==> src/rtl/fft8_bf_sched_if.sv <==
// Handshake bundle between FFT control, the butterfly scheduler and the butterfly unit.
// The slave side is the scheduler; the master side is the controller or bench driving it.
interface fft8_bf_sched_if;
    logic        start;
    logic        wb_valid;
    logic        busy;
    logic        done;
    logic        issue;
    logic [2:0]  a_now;
    logic [2:0]  b_now;
    logic [31:0] w_re;
    logic [31:0] w_im;
    logic        is_mj;
    logic [1:0]  stage;
    logic        err;

    modport master (
        output start, wb_valid,
        input  busy, done, issue, a_now, b_now, w_re, w_im, is_mj, stage, err
    );

    modport slave (
        input  start, wb_valid,
        output busy, done, issue, a_now, b_now, w_re, w_im, is_mj, stage, err
    );
endinterface

==> src/rtl/fft8_bf_sched.sv <==
// Stage/butterfly scheduler for the shared butterfly of the 8-point radix-2 DIT FFT.
// Issues 3 stages x 4 butterflies, gating each stage on 4 writebacks of the previous one.
module fft8_bf_sched #(
    parameter int L_MUL   = 3,
    parameter int L_ADD   = 2,
    parameter int TIMEOUT = 64
) (
    input logic            clk,
    input logic            rst_n,
    fft8_bf_sched_if.slave bus
);
    localparam int DW = $clog2(TIMEOUT + 1);

    if (L_MUL < 1 || L_ADD < 1 || TIMEOUT < 1) begin : g_param_check
        $error("fft8_bf_sched: L_MUL, L_ADD and TIMEOUT must all be >= 1");
    end

    typedef enum logic [1:0] {S_IDLE, S_ISSUE, S_DRAIN, S_DONE} state_t;

    state_t        state_q, state_d;
    logic [1:0]    stage_q, stage_d;
    logic [1:0]    j_q, j_d;
    logic [2:0]    wb_cnt_q, wb_cnt_d;
    logic [DW-1:0] drain_q, drain_d;
    logic          err_q, err_d;

    logic          busy_q, busy_d, done_q, done_d, issue_q, issue_d, is_mj_q, is_mj_d;
    logic [2:0]    a_q, a_d, b_q, b_d;
    logic [31:0]   w_re_q, w_re_d, w_im_q, w_im_d;
    logic [1:0]    stage_o_q, stage_o_d;
    logic [1:0]    tw_d;
    logic [63:0]   w_d;

    function automatic logic [2:0] addr_a(input logic [1:0] s, input logic [1:0] j);
        logic [2:0] half, k, grp;
        half = 3'd1 << s;
        k    = {1'b0, j} & (half - 3'd1);
        grp  = {1'b0, j} >> s;
        return (grp << (s + 2'd1)) | k;
    endfunction

    function automatic logic [1:0] tw_idx(input logic [1:0] s, input logic [1:0] j);
        logic [1:0] k;
        k = j & ((2'd1 << s) - 2'd1);
        return k << (2'd2 - s);
    endfunction

    // W8^tw in IEEE-754 single precision, {re, im}
    function automatic logic [63:0] twiddle(input logic [1:0] tw);
        case (tw)
            2'd0:    return {32'h3F80_0000, 32'h0000_0000};
            2'd1:    return {32'h3F35_04F3, 32'hBF35_04F3};
            2'd2:    return {32'h0000_0000, 32'hBF80_0000};
            default: return {32'hBF35_04F3, 32'hBF35_04F3};
        endcase
    endfunction

    always_ff @(posedge clk or negedge rst_n) begin
        if (!rst_n) begin
            state_q   <= S_IDLE;
            stage_q   <= 2'd0;
            j_q       <= 2'd0;
            wb_cnt_q  <= 3'd0;
            drain_q   <= '0;
            err_q     <= 1'b0;
            busy_q    <= 1'b0;
            done_q    <= 1'b0;
            issue_q   <= 1'b0;
            a_q       <= 3'd0;
            b_q       <= 3'd0;
            w_re_q    <= 32'd0;
            w_im_q    <= 32'd0;
            is_mj_q   <= 1'b0;
            stage_o_q <= 2'd0;
        end else begin
            state_q   <= state_d;
            stage_q   <= stage_d;
            j_q       <= j_d;
            wb_cnt_q  <= wb_cnt_d;
            drain_q   <= drain_d;
            err_q     <= err_d;
            busy_q    <= busy_d;
            done_q    <= done_d;
            issue_q   <= issue_d;
            a_q       <= a_d;
            b_q       <= b_d;
            w_re_q    <= w_re_d;
            w_im_q    <= w_im_d;
            is_mj_q   <= is_mj_d;
            stage_o_q <= stage_o_d;
        end
    end

    always_comb begin
        state_d  = state_q;
        stage_d  = stage_q;
        j_d      = j_q;
        wb_cnt_d = wb_cnt_q;
        drain_d  = drain_q;
        err_d    = err_q;

        // Writebacks are counted first so a same-cycle strobe can complete the stage.
        if (state_q != S_IDLE && bus.wb_valid) begin
            if (wb_cnt_q == 3'd4) err_d = 1'b1;
            else                  wb_cnt_d = wb_cnt_q + 3'd1;
        end

        case (state_q)
            S_IDLE: begin
                if (bus.wb_valid) err_d = 1'b1;
                if (bus.start) begin
                    state_d  = S_ISSUE;
                    stage_d  = 2'd0;
                    j_d      = 2'd0;
                    wb_cnt_d = 3'd0;
                    err_d    = 1'b0;
                end
            end
            S_ISSUE: begin
                if (j_q == 2'd3) begin
                    state_d = S_DRAIN;
                    drain_d = '0;
                end else begin
                    j_d = j_q + 2'd1;
                end
            end
            S_DRAIN: begin
                if (wb_cnt_d == 3'd4) begin
                    if (stage_q == 2'd2) begin
                        state_d = S_DONE;
                    end else begin
                        state_d  = S_ISSUE;
                        stage_d  = stage_q + 2'd1;
                        j_d      = 2'd0;
                        wb_cnt_d = 3'd0;
                    end
                end else if (drain_q == DW'(TIMEOUT - 1)) begin
                    err_d   = 1'b1;
                    state_d = S_DONE;
                end else begin
                    drain_d = drain_q + DW'(1);
                end
            end
            default: begin
                state_d = S_IDLE;
                stage_d = 2'd0;
            end
        endcase
    end

    // Outputs are derived from the next state so the registered bus lines up with it.
    always_comb begin
        issue_d   = (state_d == S_ISSUE);
        busy_d    = issue_d || (state_d == S_DRAIN);
        done_d    = (state_d == S_DONE);
        stage_o_d = busy_d ? stage_d : 2'd0;
        tw_d      = tw_idx(stage_d, j_d);
        w_d       = twiddle(tw_d);
        a_d       = 3'd0;
        b_d       = 3'd0;
        w_re_d    = 32'd0;
        w_im_d    = 32'd0;
        is_mj_d   = 1'b0;
        if (issue_d) begin
            a_d     = addr_a(stage_d, j_d);
            b_d     = addr_a(stage_d, j_d) + (3'd1 << stage_d);
            w_re_d  = w_d[63:32];
            w_im_d  = w_d[31:0];
            is_mj_d = (tw_d == 2'd2);
        end
    end

    assign bus.busy  = busy_q;
    assign bus.done  = done_q;
    assign bus.issue = issue_q;
    assign bus.a_now = a_q;
    assign bus.b_now = b_q;
    assign bus.w_re  = w_re_q;
    assign bus.w_im  = w_im_q;
    assign bus.is_mj = is_mj_q;
    assign bus.stage = stage_o_q;
    assign bus.err   = err_q;
endmodule

==> src/flat_wrapper.sv <==
// flat-port wrapper written by rule: the top's interface ports become plain ports
module fft8_bf_sched_flat 
#(
    parameter int L_MUL   = 3,
    parameter int L_ADD   = 2,
    parameter int TIMEOUT = 64
)
  (clk, rst_n, bus_start, bus_wb_valid, bus_busy, bus_done, bus_issue, bus_a_now, bus_b_now, bus_w_re, bus_w_im, bus_is_mj, bus_stage, bus_err);
  fft8_bf_sched_if bus_i ();
  input logic clk;
  input logic rst_n;
  input wire logic [$bits(bus_i.start)-1:0] bus_start;
  input wire logic [$bits(bus_i.wb_valid)-1:0] bus_wb_valid;
  output wire logic [$bits(bus_i.busy)-1:0] bus_busy;
  output wire logic [$bits(bus_i.done)-1:0] bus_done;
  output wire logic [$bits(bus_i.issue)-1:0] bus_issue;
  output wire logic [$bits(bus_i.a_now)-1:0] bus_a_now;
  output wire logic [$bits(bus_i.b_now)-1:0] bus_b_now;
  output wire logic [$bits(bus_i.w_re)-1:0] bus_w_re;
  output wire logic [$bits(bus_i.w_im)-1:0] bus_w_im;
  output wire logic [$bits(bus_i.is_mj)-1:0] bus_is_mj;
  output wire logic [$bits(bus_i.stage)-1:0] bus_stage;
  output wire logic [$bits(bus_i.err)-1:0] bus_err;
  assign bus_i.start = bus_start;
  assign bus_i.wb_valid = bus_wb_valid;
  assign bus_busy = bus_i.busy;
  assign bus_done = bus_i.done;
  assign bus_issue = bus_i.issue;
  assign bus_a_now = bus_i.a_now;
  assign bus_b_now = bus_i.b_now;
  assign bus_w_re = bus_i.w_re;
  assign bus_w_im = bus_i.w_im;
  assign bus_is_mj = bus_i.is_mj;
  assign bus_stage = bus_i.stage;
  assign bus_err = bus_i.err;
  fft8_bf_sched #(.L_MUL(L_MUL), .L_ADD(L_ADD), .TIMEOUT(TIMEOUT)) u_core (.clk(clk), .rst_n(rst_n), .bus(bus_i));
endmodule
==> config.mk <==
export PLATFORM = sky130hd
export DESIGN_NAME = fft8_bf_sched_flat
export DESIGN_NICKNAME = d
export VERILOG_FILES = /design/src/rtl/fft8_bf_sched_if.sv /design/src/rtl/fft8_bf_sched.sv /design/src/flat_wrapper.sv
export SDC_FILE = /design/constraint.sdc
export NUM_CORES = 1
export LEC_CHECK = 0
export ABC_AREA = 0
export ABC_CLOCK_PERIOD_IN_PS = 8200
export CAP_MARGIN = 20
export CORE_UTILIZATION = 68
export DETAILED_ROUTE_END_ITERATION = 8
export DONT_BUFFER_PORTS = 1
export PLACE_DENSITY = 0.87
export SYNTH_ARGS = -nofsm -noshare
export SYNTH_HDL_FRONTEND = slang
export SYNTH_SLANG_ARGS = --single-unit
==> constraint.sdc <==
create_clock -name clk -period 8.2 [get_ports clk]
set_input_delay 1.64 -clock clk [delete_from_list [all_inputs] [get_ports clk]]
set_output_delay 1.64 -clock clk [all_outputs]
set_load 0.02 [all_outputs]
==> results by group, run 1 <==
Floorplanning
  – Die area: 3430 um^2
  – Num rows: 20
  – Initial core utilization: 71.4%
  – Placeable Area: 3050 um^2
  – I/O pins: 81
  – Die X: 58.6 um
  – Die H: 58.6 um

CTS
  – # resized after CTS: 0
  – Hold-fix buffers at CTS: 0
  – Clock Latency Late Sink: 0.34 ns
  – Root buffer cell: clkbuf_4
  – Clock-pin slew on the worst setup and hold paths: 0.10 ns
  – Max H-tree Level: 2
  – Cts bufs inserted: 5
  – # Post-CTS Setup Buffers: 0
  – Clock Path Buffers: 2
  – # clock sinks: 34
  – CTS tree: built

Global route
  – Total track usage: 20.7%
  – GRT overflow: 0
  – Global-route wire length before repair: 5240 um
  – Vias in the first global route: 1,211
  – Initial antenna violation count: 0
  – Largest net degree at the start of global routing: 35

Setup path
  – R2R Path End: u_core.bus.b_now[2]$_DFF_PN0_
  – Worst R2R Start: u_core.wb_cnt_q[0]$_DFF_PN0_
  – Critical Path Sink Type: flop
  – CP Data Arrival Time: 4.62 ns
  – Crit Path Category: input pin to flop
  – Req. time, crit path: 8.47 ns
  – Startpoint types: input pin
  – R2R cell count: 17
  – R2r setup slk: 4.34 ns
  – Crit-path max FO: 6

Synth
  – Post-synthesis compound-gate area fraction: 12.6%
  – Post-synthesis adder-cell area fraction: 6.89%
  – Post-Synth Simple-Gate Area: 13.4%
  – Seq/Total Area, Yosys: 39.1%
  – Synth Instances: 223
  – Largest family of logic cells by synthesized area: buffers and inverters
  – Top_reg_cell synth: dfrtp_1
  – Largest cells by area after synthesis: dfrtp_1 39%, buf_4 20%, ha_1 6.9%
  – Post-synth cell types: 44
  – Largest area contributor in the netlist: dfrtp_1
  – Most instantiated library cell after synthesis: buf_4
  – Post-synth top area share: 39.1%
  – Post-synth EDFFs: 0
  – Most instantiated cells after synthesis: 59 x buf_4, 34 x dfrtp_1, 15 x nand2_1
  – Post-Synth XOR/XNOR Area: 3.22%
  – Async SR Flop Fraction: 100%
  – Post-Syn Area: 2180 um^2
  – Yosys Warn Count: 0
  – Synthesized flop and latch total: 34
  – Mux contribution to synthesized area: 1.67%
  – Syn Area/Cell: 9.77 um^2

Route
  – Post-DRT Antenna Nets: 0
  – First-pass DRT Iterations: 4
  – Post-route DRC: 0
  – Avg WL per Cell: 13.1 um
  – Drt via density: 5.31
  – Final wirelength: 3170 um
  – Vias: 1,279
  – DR iter-0 viols: 49

Min path
  – Worst hold path type: flop to flop
  – Worst hold path stage count: 1
  – Hold worst-path end: u_core.drain_q[0]$_DFFE_PN0P_
  – Hold path start: u_core.drain_q[0]$_DFFE_PN0P_

Final layout
  – Layout overhead on the synthesized area: -9.76%
  – Share of cells above drive strength 1: 9.64%
  – Number of diodes: 0
  – Final #Nets: 212

Job
  – Max Cap Viol: 0

Timing
  – Max Fclk: 0.230 GHz
  – Worst Tran Pin Value: 1.14 ns
  – Final hold violation count: 0
  – Final Max Tran Viols: 0
  – Setup tns final: 0 ns
  – Fin Hold WS: 0.522 ns
  – Period minus WS final: 4.35 ns
  – Final period util: 53.1%
  – Clock skew: 0.00988 ns
  – RSZ-0062 raised after global routing: false
  – Setup violators final: 0
  – Worst rel slew slack: 24.5%

Placement
  – Placer Congestion: 0.886
  – Post-DP HPWL: 2300 um
  – Input/output buffers: 0

Run status
  – Status: finished, final reports clean

Pwr
  – Max VDD drop: 221 uV
  – P_leak: 0.945 nW
  – PwrDens: 337 nW/um^2
  – Power Total: 663 uW
[critical path: stages]
cell,delay [ns]
o21a_4,0.14
mux2_4,0.34
a21o_4,0.21
a311oi_2,0.45
ha_1,0.32
nand2b_1,0.25
o31ai_1,0.13
ha_1,0.21
ha_1,0.18
inv_1,0.05
o41ai_1,0.07
xor2_1,0.17
or3_1,0.32
a21oi_1,0.15
[kinds of logic (layout without fill, tap and decap cells)]
logic type                 count (synthesis)  in the layout
and+or+nand+nor                           58             58
DFF                                       34             34
adders and majority gates                 12             12
buffers and inverters                     72             21
other                                      1             26
xor gates and xnor gates                   8              8
muxes                                      3              3
AOI/OAI and AO/OA                         35             35
[flip-flops by register name, summed over array words and instances, names as in the netlist]
signal	count
u_core.drain_q	7
u_core.bus.w_im	3
u_core.bus.done	1
u_core.bus.busy	1
u_core.j_q	2
u_core.bus.w_re	3
u_core.bus.err	1
u_core.state_q	2
u_core.bus.a_now	3
u_core.bus.b_now	3
u_core.stage_q	2
u_core.wb_cnt_q	3
u_core.bus.stage	2
u_core.bus.issue	1
[how the worst max path moves through the flow]
| stage | start | endpoint | slack, ns |
|---|---|---|---|
| floorplan | bus_wb_valid | u_core.bus.b_now[2]$_DFF_PN0_ | 3.77 |
| global placement | bus_wb_valid | u_core.bus.b_now[2]$_DFF_PN0_ | 3.60 |
| detailed placement | bus_wb_valid | u_core.bus.b_now[2]$_DFF_PN0_ | 3.51 |
| CTS | bus_wb_valid | u_core.bus.b_now[2]$_DFF_PN0_ | 3.86 |
| global route | bus_wb_valid | u_core.bus.b_now[2]$_DFF_PN0_ | 3.61 |
| finish | bus_wb_valid | u_core.bus.b_now[2]$_DFF_PN0_ | 3.85 |
[layer usage]
layer | GRT usage, % | vias up | share of wire, % | routed length, um
li1 | - | 612 | - | -
met1 | 27.9 | 616 | 46 | 1470
met2 | 32.2 | 48 | 48 | 1520
met3 | 5.49 | 3 | 4.6 | 145
met4 | 7.82 | 0 | 1.0 | 33
met5 | 0 | - | 0 | 0
[where the power goes]
part	switching (mW)	internal, mW
sequential	0.0907	0.217
combinational	0.142	0.0916
clock	0.0575	0.0643
total	0.290	0.373
[placed cells by master (no fill, tap or decap), types with 8 or more instances in the layout]
cell,instances
nor3_1,8
a21oi_1,9
o21ai_0,8
conb_1,26
ha_1,12
nor2_1,12
nand2_1,15
dfrtp_1,33
inv_1,11
[stage by stage]
step | std cells | area (um^2) | util (%) | setup WS [ns]
floorplan | 248 | 2270 | - | 3.77
global placement | 233 | 1890 | 61.8 | 3.60
detailed placement | 233 | 1890 | 61.8 | 3.51
CTS | 241 | 1970 | 64.4 | 3.86
global route | 241 | 1970 | 64.4 | 3.61
finish | 241 | 1970 | 64.4 | 3.85
[final cells by class]
type,instances,area [um^2]
clock buffer,6,41.3
clock inverter,2,37.5
fill,255,1090
inverter,11,41.3
multi-input combinational,142,921
sequential,34,855
tap,44,55.1
timing repair buffer,2,15.0
No activity file was read; power rests on OpenSTA's default activity.
==> run 2, diff against run 1 <==
ABC_CLOCK_PERIOD_IN_PS = 3800   (was 8200)
CORE_UTILIZATION = 57   (was 68)
PLACE_DENSITY = 0.78   (was 0.87)
clock period = 3.8 ns   (was 8.2 ns; I/O delays follow)
==> run 2 against run 1 <==
Global-route usage down 2.7 points. Flip-flop and latch count unchanged. Count of clock-buffer cells in the layout shrank 1. Total power grew 130%. Wire length rose by 10%. Final area increased by 9.4%. Core utilization shrank 5.6 points. Sequential power grew 110%. Setup slack got worse by 3.7 ns.
==> results by group, run 2 (synthesized netlist as in run 1, its figures left out) <==
Pwr
  – PwrDens: 723 nW/um^2 (+110%)
  – P_sw: 663 uW (+130%)
  – Max VDD drop: 469 uV (+110%)
  – P_leak: 1.03 nW (+9.3%)
  – Switching fraction of total power: 42.6% (-1.2 points)
  – Logic gate share of total power: 37.8% (+2.5 points)
  – Sequential share of power: 41.4% (-5.0 points)
  – Clock power frac: 20.8% (+2.4 points)
  – Internal power: 892 uW (+140%)

Timing
  – Worst rel slew slack: 25.1% (+0.65 points)
  – Worst Tran Pin Value: 1.12 ns (-0.0191 ns)
  – Fin Hold WS: 0.158 ns (-0.364 ns)
  – Period minus WS final: 3.65 ns
  – Clock skew: 0.00659 ns (-0.00329 ns)
  – Final Max Tran Viols: 0 (unchanged)
  – Final period util: 96.0%
  – Setup violators final: 0 (unchanged)
  – Final hold violation count: 0 (unchanged)
  – Max Fclk: 0.274 GHz

Final layout
  – Most common cell after layout, fill and taps aside: dfrtp_1
  – Number of diodes: 0 (unchanged)
  – Largest register FFs: 7 (unchanged)
  – Final core utilization: 58.7% (-5.6 points)
  – Commonest cells after routing, fill and taps aside: 33 x dfrtp_1, 26 x conb_1, 15 x nand2_1
  – Final #Nets: 224 (+5.7%)
  – Top reg by flops: u_core.drain_q
  – Area of the multi-input gates: 981 um^2 (+6.5%)
  – Share of cells above drive strength 1: 18.2% (+8.5 points)
  – Filler Cell Count: 315 (+24%)
  – Layout overhead on the synthesized area: -1.26%
  – Reg area: 855 um^2 (unchanged)

Placement
  – Post-DP HPWL: 2450 um (+6.3%)
  – Input/output buffers: 0 (unchanged)
  – Placer Congestion: 0.913 (+3.1%)

Floorplanning
  – Placeable Area: 3660 um^2 (+20%)
  – Die X: 63.8 um (+8.9%)
  – I/O pins: 81 (unchanged)
  – Num rows: 22 (+10%)
  – Die H: 63.8 um (+8.9%)
  – Die area: 4070 um^2 (+19%)
  – Initial core utilization: 59.5% (-12 points)

Global route
  – Total track usage: 18.0% (-2.7 points)
  – GRT overflow: 0 (unchanged)
  – Initial antenna violation count: 0 (unchanged)
  – Vias in the first global route: 1,253 (+3.5%)
  – Largest net degree at the start of global routing: 35 (unchanged)
  – Global-route wire length before repair: 5560 um (+6.0%)

CTS
  – # clock sinks: 34 (unchanged)
  – Clock-pin slew on the worst setup and hold paths: 0.07 ns (-0.03 ns)
  – CTS tree: built
  – Clock Latency Late Sink: 0.29 ns (-0.05 ns)
  – Root buffer cell: clkbuf_8
  – Max H-tree Level: 2 (unchanged)
  – Cts bufs inserted: 5 (unchanged)
  – Clock Path Buffers: 2 (unchanged)

Job
  – Max Cap Viol: 0 (unchanged)

Setup path
  – Req. time, crit path: 4.01 ns (-4.46 ns)
  – CP startpoint: u_core.wb_cnt_q[0]$_DFF_PN0_
  – Startpoint types: flop
  – Most frequent CP cell: inv_1
  – Largest stage delay on the critical path: 0.40 ns (-0.05 ns)
  – R2r setup slk: 0.15 ns (-4.19 ns)
  – Crit-path max FO: 5 (-1)
  – Worst R2R Start: u_core.wb_cnt_q[0]$_DFF_PN0_
  – Delay-heaviest family, CP: compound AO/OA/AOI/OAI gates
  – CP Data Arrival Time: 3.86 ns (-0.76 ns)
  – Crit Path Category: flop to flop
  – Critical Path Sink Type: flop
  – Slowest CP cell: dfrtp_1
  – Bufs and invs on worst path: 3 (+2)
  – CP Cell Sequence: inv_1, ha_2, nor3b_2, o211ai_1, a211oi_1, a211oi_4, inv_1, ha_1, xnor2_2, a21oi_2, xnor2_1, ha_1, inv_1, o41ai_1, xor2_1, or3_1, a21oi_1

Route
  – Avg WL per Cell: 13.6 um (+3.3%)
  – Vias: 1,364 (+6.6%)
  – Post-route DRC: 0 (unchanged)
  – Final wirelength: 3490 um (+10%)
  – Post-DRT Antenna Nets: 0 (unchanged)
  – DR iter-0 viols: 57 (+16%)
  – First-pass DRT Iterations: 5 (+1)
  – Drt via density: 5.31 (about the same)

Min path
  – Worst hold path type: input pin to asynchronous set/reset pin

Run status
  – Status: finished, final reports clean
## run 2: cell types whose count changed in the layout (fill, tap and decap cells not counted), sizes merged
cell	delta
clkinv	+2
clkinvlp	-1
buf	+12
clkbuf	-1
## run 2: path summary, 6_finish.rpt
path                                                       to  cells after the start
worst max-delay path            u_core.bus.b_now[2]$_DFF_PN0_                     17
worst min-delay path            u_core.bus.b_now[0]$_DFF_PN0_                      0
worst max register to register  u_core.bus.b_now[2]$_DFF_PN0_                     17
worst min register to register  u_core.drain_q[0]$_DFFE_PN0P_                      1
max in group asynchronous        u_core.wb_cnt_q[0]$_DFF_PN0_                      0
min in group clk                u_core.drain_q[0]$_DFFE_PN0P_                      1
## run 2: stage by stage
step / setup TNS, ns / std cells / setup WS [ns] / instance area (um^2) / total power, mW
floorplan: 0 / 248 / 0.245 / 2270 / 1.13
CTS: 0 / 252 / 0.0341 / 2050 / 1.53
detailed placement: 0 / 244 / 0.0723 / 1940 / 1.20
global placement: 0 / 244 / 0.188 / 1940 / 1.18
finish: 0 / 257 / 0.151 / 2150 / 1.55
global route: -0.0341 / 257 / -0.0341 / 2150 / 1.67
## run 2: timing repair
item,CTS,global route
hold buffers,0,0
setup endpoints to repair,0,1
buffers inserted,0,5
hold endpoints to repair,0,0
gates resized for setup,0,8
## run 2: area by class of cell
cell class / count / area share (%)
tap: 48 / 2.79
timing repair buffer: 14 / 4.89
multi-input combinational: 142 / 45.6
inverter: 11 / 1.92
clock buffer: 5 / 3.20
sequential: 34 / 39.7
clock inverter: 3 / 1.86
## run 2: routing by layer
layer / track usage [%] / routed length [um] / up-vias
li1: - / - / 631
met1: 22.0 / 1500 / 663
met2: 28.7 / 1670 / 59
met3: 6.07 / 219 / 11
met4: 7.67 / 97 / 0
met5: 0 / 0 / -
## run 2: power by group through the flow
stage / sequential [mW] / clock (mW) / combinational [mW]
floorplan: 0.593 / 0 / 0.537
global route: 0.659 / 0.351 / 0.655
CTS: 0.645 / 0.333 / 0.547
global placement: 0.650 / 0 / 0.528
finish: 0.644 / 0.323 / 0.588
detailed placement: 0.650 / 0 / 0.547
